`config.mk`:
```
export PLATFORM = sky130hd
export DESIGN_NAME = joypad_responder
export DESIGN_NICKNAME = d
export VERILOG_FILES = /design/src/rtl/joypad_responder.sv
export SDC_FILE = /design/constraint.sdc
export NUM_CORES = 1
export LEC_CHECK = 0
export ABC_AREA = 1
export CAP_MARGIN = 20
export CORE_MARGIN = 2
export CORE_UTILIZATION = 61
export DETAILED_ROUTE_END_ITERATION = 12
export GPL_TIMING_DRIVEN = 0
export PLACE_DENSITY = 0.89
export RECOVER_POWER = 25
export SLEW_MARGIN = 20
export SYNTH_ARGS = -nofsm -noshare
export SYNTH_HDL_FRONTEND = slang
export SYNTH_SLANG_ARGS = --single-unit
export TNS_END_PERCENT = 1
```
`constraint.sdc`:
```
create_clock -name clock -period 2.3 [get_ports clock]
set_input_delay 0.46 -clock clock [delete_from_list [all_inputs] [get_ports clock]]
set_output_delay 0.46 -clock clock [all_outputs]
set_load 0.01 [all_outputs]
```
`src/rtl/joypad_responder.sv`:
```
// rtl/joypad_responder.sv - NES serial joypad responder (4021-style shift register); optional turbo via JOYPAD_TURBO_EN
module joypad_responder #(
    parameter int DEBOUNCE_CYCLES = 21477,
    parameter int SYNC_STAGES     = 2,
    parameter int TURBO_DIV       = 2
) (
    input  logic       clock,
    input  logic       reset_n,
    input  logic [7:0] buttons,
    input  logic       joy_strobe,
    input  logic       joy_clock,
`ifdef JOYPAD_TURBO_EN
    input  logic [1:0] turbo,
`endif
    output logic       joy_data,
    output logic [7:0] buttons_db,
    output logic [3:0] bit_count,
    output logic       latch_pulse
);

    localparam int CNT_W = (DEBOUNCE_CYCLES > 2) ? $clog2(DEBOUNCE_CYCLES) : 1;

    logic [7:0]             btn_sync_q [SYNC_STAGES];
    logic [7:0]             btn_sync_d [SYNC_STAGES];
    logic [SYNC_STAGES-1:0] strb_sync_q, strb_sync_d;
    logic [SYNC_STAGES-1:0] jclk_sync_q, jclk_sync_d;
    logic                   strb_prev_q, strb_prev_d;
    logic                   jclk_prev_q, jclk_prev_d;

    logic [CNT_W-1:0]       cnt_q, cnt_d;
    logic [7:0]             samp_q, samp_d;
    logic [7:0]             samp_prev_q, samp_prev_d;
    logic [7:0]             db_q, db_d;

    logic [7:0]             sr_q, sr_d;
    logic [3:0]             bc_q, bc_d;

    logic                   strb_s;
    logic                   jclk_s;
    logic                   jclk_rise;
    logic                   strb_fall;
    logic                   tick;
    logic [7:0]             agree;
    logic [7:0]             eff;

    assign strb_s    = strb_sync_q[SYNC_STAGES-1];
    assign jclk_s    = jclk_sync_q[SYNC_STAGES-1];
    assign jclk_rise = jclk_s & ~jclk_prev_q;
    assign strb_fall = ~strb_s & strb_prev_q;
    assign tick      = (cnt_q == CNT_W'(DEBOUNCE_CYCLES - 1));
    assign agree     = ~(samp_q ^ samp_prev_q);

    always_comb begin
        btn_sync_d[0] = buttons;
        for (int i = 1; i < SYNC_STAGES; i++) begin
            btn_sync_d[i] = btn_sync_q[i-1];
        end
        strb_sync_d = {strb_sync_q[SYNC_STAGES-2:0], joy_strobe};
        jclk_sync_d = {jclk_sync_q[SYNC_STAGES-2:0], joy_clock};
        strb_prev_d = strb_s;
        jclk_prev_d = jclk_s;
    end

    // Two sample registers give the "two consecutive ticks agree" window.
    always_comb begin
        cnt_d       = cnt_q + CNT_W'(1);
        samp_d      = samp_q;
        samp_prev_d = samp_prev_q;
        db_d        = db_q;
        if (tick) begin
            cnt_d       = '0;
            samp_d      = btn_sync_q[SYNC_STAGES-1];
            samp_prev_d = samp_q;
            db_d        = (db_q & ~agree) | (samp_q & agree);
        end
    end

`ifdef JOYPAD_TURBO_EN
    localparam int TD_W = (TURBO_DIV > 1) ? $clog2(TURBO_DIV) : 1;

    logic [TD_W-1:0] frame_q, frame_d;
    logic            phase_q, phase_d;

    always_comb begin
        frame_d = frame_q;
        phase_d = phase_q;
        if (strb_fall) begin
            if (frame_q == TD_W'(TURBO_DIV - 1)) begin
                frame_d = '0;
                phase_d = ~phase_q;
            end else begin
                frame_d = frame_q + TD_W'(1);
            end
        end
    end

    always_ff @(posedge clock or negedge reset_n) begin
        if (!reset_n) begin
            frame_q <= '0;
            phase_q <= 1'b1;
        end else begin
            frame_q <= frame_d;
            phase_q <= phase_d;
        end
    end

    always_comb begin
        eff    = db_q;
        eff[0] = db_q[0] & (~turbo[0] | phase_q);
        eff[1] = db_q[1] & (~turbo[1] | phase_q);
    end
`else
    always_comb begin
        eff = db_q;
    end
`endif

    // Reload has priority over shifting; zeros fill in so reads past 8 look pressed.
    always_comb begin
        sr_d = sr_q;
        bc_d = bc_q;
        if (strb_s) begin
            sr_d = ~eff;
            bc_d = 4'd0;
        end else if (jclk_rise) begin
            sr_d = {1'b0, sr_q[7:1]};
            if (bc_q != 4'd8) begin
                bc_d = bc_q + 4'd1;
            end
        end
    end

    always_ff @(posedge clock or negedge reset_n) begin
        if (!reset_n) begin
            for (int i = 0; i < SYNC_STAGES; i++) begin
                btn_sync_q[i] <= '0;
            end
            strb_sync_q <= '0;
            jclk_sync_q <= '0;
            strb_prev_q <= 1'b0;
            jclk_prev_q <= 1'b0;
            cnt_q       <= '0;
            samp_q      <= '0;
            samp_prev_q <= '0;
            db_q        <= '0;
            sr_q        <= 8'hFF;
            bc_q        <= 4'd0;
        end else begin
            for (int i = 0; i < SYNC_STAGES; i++) begin
                btn_sync_q[i] <= btn_sync_d[i];
            end
            strb_sync_q <= strb_sync_d;
            jclk_sync_q <= jclk_sync_d;
            strb_prev_q <= strb_prev_d;
            jclk_prev_q <= jclk_prev_d;
            cnt_q       <= cnt_d;
            samp_q      <= samp_d;
            samp_prev_q <= samp_prev_d;
            db_q        <= db_d;
            sr_q        <= sr_d;
            bc_q        <= bc_d;
        end
    end

    assign joy_data    = sr_q[0];
    assign buttons_db  = db_q;
    assign bit_count   = bc_q;
    assign latch_pulse = strb_fall;

endmodule

```
Word level (Yosys, flattened, before mapping):

Index checks and enable logic that the tools add are counted.

* register bits: 73
* bits of input ports: 12
* output and inout bits: 14

* add/sub/neg operators: 2
* equality and inequality tests: 2
* muxes and demuxes: 6
* bitwise logic cells: 11
* reduce and logical (&&, ||, !) cells: 3

Operators by type and width (number)
* inverter 8 bit: 3
* bitwise AND 8 bit: 2
* two-way mux 8 bit: 2
* adder 15 x 1 -> 15 bit, second input constant: 1
* equality test 15 bit, second input constant: 1
* two-way mux 15 bit: 1
* two-way mux 4 bit: 3
* OR 8 bit: 1
* XOR 8 bit: 1
* adder 4 x 1 -> 4 bit, second input constant: 1
* != test 4 bit, second input constant: 1
* nonzero test 2 bit: 2
* bitwise AND 1 bit: 2
* inverter 1 bit: 2
* AND reduction 2 bit: 1

Longest topological paths before layout:

Gate-level depths: netlist of the first run.

* depth in word-level cells: 5
* gate-level depth with buffers: 9
* mapped depth without buffers: 8

Worst setup path before layout of the first run:

OpenSTA, ideal clock, no wires.

* kind: register -> register
* start: register cnt_q[0]
* end: register cnt_q[12]
* arrival time: 1265 ps
* data required time: 2183 ps
* slack: 918 ps
* stages on the path, launching flop included: 8
* buffers on the path: 0
* period minus slack after synthesis: 1382 ps
* cells stage by stage: dfrtp_1 inv_1 ha_1 nand2_1 nor2_1 nand2_1 nand2_1 nor2_1

* cells in the longest elaborated chain, start to end: 2
* elaborated cells on any way between the ends: 3
* those cells by class: add/sub: 1; eq/ne: 1; mux: 1

Ends and longest elaborated chain
* from (decl): RTL line 30 `logic [CNT_W-1:0] cnt_q, cnt_d;`
* from (signal assigned): RTL line 156 `cnt_q <= cnt_d;`
* adder 15 x 1 -> 15 bit / equality test 15 bit (equally long branches): RTL line 66, 50
* two-way mux 15 bit *: RTL line 70 `if (tick) begin`
* via cnt_d[12]: RTL line 30

Mark *: on every way through the listed nets, which the timed path passes. The rest lies on a longest branch.
A chain may end at the register's enable or synchronous reset.

Final worst setup path of the first run:

* start: register strb_sync_q[1]
* end: output latch_pulse

* cells in the longest elaborated chain, start to end: 2

Ends and longest elaborated chain
* from (decl): RTL line 25 `logic [SYNC_STAGES-1:0] strb_sync_q, strb_sync_d;`
* from (signal assigned): RTL line 152 `strb_sync_q <= strb_sync_d;`
* inverter 1 bit: RTL line 49 `assign strb_fall = ~strb_s & strb_prev_q;`
* bitwise AND 1 bit: RTL line 49
* to (decl): RTL line 18 `output logic latch_pulse`

No other way between the ends.

==> reports/summary.txt, run 1 <==
Hold WC Path Type: reg -> reg
total power after layout: 2.50 mW
TritonCTS Sinks: 73
reg2reg setup slack: 0.55 ns
register share of total power: 53.3%
port buffer count: 25
detailed placer's ending HPWL: 4.23 mm
Synth Area in Simple Gates: 26.7%
Syn. warnings: 0
gp weighted congestion: 0.874
Slew @ Worst Pin: 1.16 ns
Clock Skew: 0.0119 ns
CP max stage cell: dfrtp_1
adder-cell area share of the yosys netlist: 1.58%
synth unique cells: 30
Core Area: 5040 um^2
CP Capture Point: latch_pulse
share of cells above drive strength 1: 9.55%
R2R cell count: 7
Worst Setup SP: strb_sync_q[1]$_DFF_PN0_
switching share of power: 21.3%
largest family of logic cells by synthesized area: simple AND/OR/NAND/NOR gates
highest fanout seen on the critical path: 16
DR vias/cell: 5.24
Sw Pwr: 0.533 mW
number of global-route vias before repair: 2,506
Starting Density: 62.7%
root buf cell: clkbuf_8
Worst path depth: 2
Top Ports: 26
TritonCTS clock tree: done
most frequent cells in the layout: nand2_1 (99), dfrtp_1 (65), nand3_1 (42)
Die Area: 5780 um^2
Post-DRT Antenna Nets: 0
Die Width: 76.0 um
Max Cap Violations: 0
Area contributors post-synth: dfrtp_1 (51%), nand2_1 (12%), dfstp_2 (6.6%)
pre-CTS WS: 0.501 ns
R2R Path End: cnt_q[9]$_DFF_PN0_
ant diodes: 0
Setup WS post-layout: 0.266 ns
Crit path arrival time: 1.57 ns
synthesized flop and latch total: 73
Pwr Density: 667 nW/um^2
Die H: 76.0 um
Pins Over Slew Limit: 0
final wirelength: 6.10 mm
cells after synthesis: 356
crit-path cells: nor2_1 > clkdlybuf4s50_1
mux share of post-synthesis cell area: 0%
clk_lat worst skew: 0.34 ns
DR DRC count: 0
CTS max path bufs: 2
kind of cell adding the most delay to the critical path: flip-flops
setup tns final: 0 ns
Synth top area share: 51.4%
DRT iter0 DRCs: 174
pin count of the biggest net entering global routing: 56
CP bufs+invs: 1
Synth Area in XOR/XNOR: 1.94%
P_int: 1.97 mW
routed via count: 2,452
first-pass GRT wire length: 10.8 mm
Overflow after GRT: 0
period utilization: 88.4%
Detailed Routing Iterations Pass 1: 5
max_slew headroom: 22.4%
routed wire length per instance: 13.0 um
RSZ-0062 raised after global routing: false
std cell rows: 26
Clock Power Share: 43.6%
FMAX: 492 MHz
status: finished clean
total track usage: 23.5%
CP required: 1.84 ns
fraction of the mapped netlist area in compound gates: 5.46%
Setup CP Type: reg -> out
VDD IR-drop max: 0.000542 V
CP max stage delay: 0.54 ns
syn nets: 372
Comb power frac: 3.1%
CP startpoint kind: register
Hold Vio Cnt, Final: 0
worst r2r src: cnt_q[0]$_DFF_PN0_
Static Leak: 1.81 nW
initial antenna violation count: 0
commonest non-fill, non-tap cell in the layout: nand2_1
Synth Area per Inst: 8.88 um^2
min cycle time layout: 2.03 ns
H-tree levels: 3
fin nets: 409
Setup violations, final: 0
Post-CTS Setup Bufs: 0
clock-pin slew on the worst setup and hold paths: 0.08 ns
Synth area leader: dfrtp_1
Area growth, synth to finish: 18.5%
Crit. End Element: output port
Mapped Area: 3160 um^2
sequential fraction of the synthesis area: 58.1%
CTS Buf Count: 9
-- metrics by stage --
step	instances	hold WS (ns)	utilization [%]	cell area [um^2]
floorplan	356	0.164	-	3160
global placement	451	0.332	69.4	3500
detailed placement	452	0.335	69.9	3530
CTS	469	0.352	74.5	3750
global route	468	0.365	74.3	3750
finish	468	0.347	74.3	3750
-- worst register-to-register path, delay by kind of cell (launching register included) --
family / cells / cell delay (ns)
adder cells (fa/ha/maj): 1 / 0.17
buffers and inverters: 1 / 0.08
flip-flops: 1 / 0.43
AND/OR/NAND/NOR: 5 / 0.98
-- power by group through the flow --
| stage | combinational, mW | sequential [mW] | clock [mW] |
|---|---|---|---|
| floorplan | 0.0235 | 1.35 | 0 |
| global placement | 0.0757 | 1.35 | 0 |
| detailed placement | 0.0846 | 1.36 | 0 |
| CTS | 0.0861 | 1.33 | 1.11 |
| global route | 0.0890 | 1.34 | 1.19 |
| finish | 0.0770 | 1.33 | 1.09 |
-- cells in the mapped netlist, drive strengths merged --
cell and n:
buf 5, ha 4, nand3 42, xnor2 3, nand3b 1, nor3 3, nor2 42, nand4 5
o22ai 1, a21oi 6, clkbuf 1, o21a 8, or2 1, xor2 4, dfrtp 65, a31oi 1
nand2 101, inv 41, o21ai 14, dfstp 8
-- metal layers --
layer / global-route usage (%) / routed length [um]
met1: 28.3 / 2660
met2: 39.8 / 3100
met3: 5.57 / 246
met4: 11.8 / 99
met5: 0 / 0
-- area by class of cell --
cell class	count	area, um^2
inverters	41	154
well taps	70	87.6
flip-flops and latches	73	1840
fillers	344	1290
multi-input cells	236	1130
plain buffers	5	38.8
clock buffers	10	128
clock inverters	6	91.3
repair buffers	27	282
-- repair_timing --
action | in CTS | in global routing
hold endpoints to repair | 18 | 0
resized for setup | 0 | 0
hold buffers | 1 | 0
endpoints found under the setup margin | 0 | 1
-- logic make-up after synthesis --
| group | count (synthesis) |
|---|---|
| buffers and inverters | 47 |
| DFF | 73 |
| AOI/OAI and AO/OA | 30 |
| xor gates and xnor gates | 7 |
| adders and majority gates | 4 |
| and+or+nand+nor | 195 |
-- how the worst min path moves through the flow --
stage                     slack [ns]                       to               startpoint  cells after the start
after floorplan                 0.16                async pin                  reset_n                      0
after global placement          0.33  btn_sync_q[4]$_DFF_PN0_  btn_sync_d[4]$_DFF_PN0_                      0
after detailed placement        0.33  btn_sync_q[0]$_DFF_PN0_  btn_sync_d[0]$_DFF_PN0_                      0
after CTS                       0.35  btn_sync_q[5]$_DFF_PN0_  btn_sync_d[5]$_DFF_PN0_                      0
after global routing            0.36  btn_sync_q[5]$_DFF_PN0_  btn_sync_d[5]$_DFF_PN0_                      0
final                           0.35  btn_sync_q[6]$_DFF_PN0_  btn_sync_d[6]$_DFF_PN0_                      0
(Power assumes the default switching activity.)
==> inputs of run 2 (changes only) <==
- CORE_UTILIZATION: 61 -> 57
- PLACE_DENSITY: 0.89 -> 0.85
- SLEW_MARGIN: 20 -> unset
- clock period: 2.3 -> 1.9 ns (I/O delays scaled with it)
==> run 2 against run 1 <==
Sequential share of layout area is essentially flat; critical endpoint is now joy_data; sequential power grew 21%; highest routed layer unchanged; register-to-register slack lost 0.40 ns.
==> reports/summary.txt, run 2 (same netlist as run 1, synthesis figures left out) <==
root buf cell: clkbuf_8 (unchanged)
DR DRC count: 0 (unchanged)
commonest non-fill, non-tap cell in the layout: nand2_1 (unchanged)
fin nets: 408 (was 409)
H-tree levels: 3 (unchanged)
dpl cells: 453 (was 452)
DRT iter0 DRCs: 177 (was 174)
Post-CTS Hold Fix Bufs: 0 (was 1)
CTS max path bufs: 2 (unchanged)
Hold WC Path Type: in -> async (was reg -> reg)
most frequent cells in the layout: nand2_1 (99), dfrtp_1 (64), nand3_1 (42) (was nand2_1 (99), dfrtp_1 (65), nand3_1 (42))
Starting Density: 58.2% (was 62.7%)
worst hold slack: 0.138 ns (was 0.347 ns)
kind of cell adding the most delay to the critical path: flip-flops (unchanged)
gp weighted congestion: 0.878 (was 0.874)
port buffer count: 25 (unchanged)
Setup violations, final: 0 (unchanged)
pin count of the biggest net entering global routing: 74 (was 56)
Die H: 78.5 um (was 76.0 um)
highest fanout seen on the critical path: 2 (was 16)
routed via count: 2,419 (was 2,452)
Pwr Density: 840 nW/um^2 (was 667 nW/um^2)
final core utilization: 68.9% (was 74.3%)
number of global-route vias before repair: 2,271 (was 2,506)
Area growth, synth to finish: 18.5% (about the same)
initial antenna violation count: 0 (unchanged)
detailed placer's ending HPWL: 3.95 mm (was 4.23 mm)
TritonCTS clock tree: done (unchanged)
Core Area: 5440 um^2 (was 5040 um^2)
Fillers: 401 (was 344)
CP max stage delay: 0.53 ns (was 0.54 ns)
Crit. End Element: output port (unchanged)
CP startpoint kind: register (unchanged)
Hold Vio Cnt, Final: 0 (unchanged)
final instance area: 3750 um^2 (about the same)
first-pass GRT wire length: 10.2 mm (was 10.8 mm)
Slew @ Worst Pin: 0.880 ns (was 1.16 ns)
setup tns final: 0 ns (unchanged)
clock-pin slew on the worst setup and hold paths: 0.07 ns (was 0.08 ns)
clk_lat worst skew: 0.35 ns (was 0.34 ns)
Pins Over Slew Limit: 0 (unchanged)
share of cells above drive strength 1: 10.1% (was 9.55%)
Overflow after GRT: 0 (unchanged)
Clock Skew: 0.00697 ns (was 0.0119 ns)
crit-path cells: clkdlybuf4s50_1 (was nor2_1 > clkdlybuf4s50_1)
count of non-filler cells in the finished layout: 469 (was 468)
max_slew headroom: 41.3% (was 22.4%)
pre-CTS WS: 0.187 ns (was 0.501 ns)
TritonCTS Sinks: 73 (unchanged)
Setup CP Type: reg -> out (unchanged)
Detailed Routing Iterations Pass 1: 5 (unchanged)
total power after layout: 3.15 mW (was 2.50 mW)
Multi-input gate area: 1130 um^2 (unchanged)
DR vias/cell: 5.16 (was 5.24)
std cell rows: 27 (was 26)
Static Leak: 1.81 nW (about the same)
final wirelength: 5.67 mm (was 6.10 mm)
min cycle time layout: 1.78 ns
ant diodes: 0 (unchanged)
Top Ports: 26 (unchanged)
CP max stage cell: dfstp_2 (was dfrtp_1)
total track usage: 21.5% (was 23.5%)
routed wire length per instance: 12.1 um (was 13.0 um)
Post-DRT Antenna Nets: 0 (unchanged)
CTS Buf Count: 9 (unchanged)
CP bufs+invs: 1 (unchanged)
Crit path arrival time: 1.40 ns (was 1.57 ns)
CP required: 1.52 ns (was 1.84 ns)
FMAX: 562 MHz
Die Width: 78.5 um (was 76.0 um)
Die Area: 6160 um^2 (was 5780 um^2)
RSZ-0062 raised after global routing: false (unchanged)
Setup WS post-layout: 0.122 ns (was 0.266 ns)
status: finished clean (unchanged)
Placed Area: 3500 um^2 (was 3530 um^2)
VDD IR-drop max: 0.000604 V (was 0.000542 V)
register area: 1840 um^2 (about the same)
Max Cap Violations: 0 (unchanged)
period utilization: 93.6%
run 2: final cells by class:
class | count | area share (%)
Sequential cell | 73 | 49.0
Multi-Input combinational cell | 236 | 30.1
Timing Repair Buffer | 26 | 6.81
Inverter | 41 | 4.11
Clock buffer | 10 | 3.40
Clock inverter | 6 | 3.07
Tap cell | 72 | 2.40
Buffer | 5 | 1.03
run 2: worst paths after layout:
| kind | start | to | slack, ns | cells past startpoint |
|---|---|---|---|---|
| setup / recovery | sr_q[0]$_DFFE_PN1P_ | joy_data | 0.12 | 1 |
| hold / removal | reset_n | cnt_q[7]$_DFF_PN0_ | 0.14 | 1 |
| setup reg to reg | cnt_q[0]$_DFF_PN0_ | cnt_q[9]$_DFF_PN0_ | 0.15 | 7 |
| hold reg to reg | jclk_sync_q[0]$_DFF_PN0_ | jclk_sync_q[1]$_DFF_PN0_ | 0.35 | 0 |
| max in group asynchronous | reset_n | strb_sync_q[1]$_DFF_PN0_ | 1.14 | 1 |
| min in group clock | jclk_sync_q[0]$_DFF_PN0_ | jclk_sync_q[1]$_DFF_PN0_ | 0.35 | 0 |
run 2: repair_timing:
| action | in CTS | in global routing |
|---|---|---|
| buffers inserted | 1 | 0 |
| endpoints found under the setup margin | 1 | 0 |
| gates resized for setup | 1 | 0 |
run 2: report_power, final:
group          switching, mW  internal [mW]  leakage (nW)
combinational         0.0565         0.0343         0.768
clock                  0.571          0.879         0.117
sequential            0.0146           1.59         0.925
run 2: layer usage:
metal / GRT usage [%] / wire, um
met1: 28.6 / 2630
met4: 9.82 / 122
met3: 5.17 / 174
met5: 0 / 0
met2: 33.6 / 2740
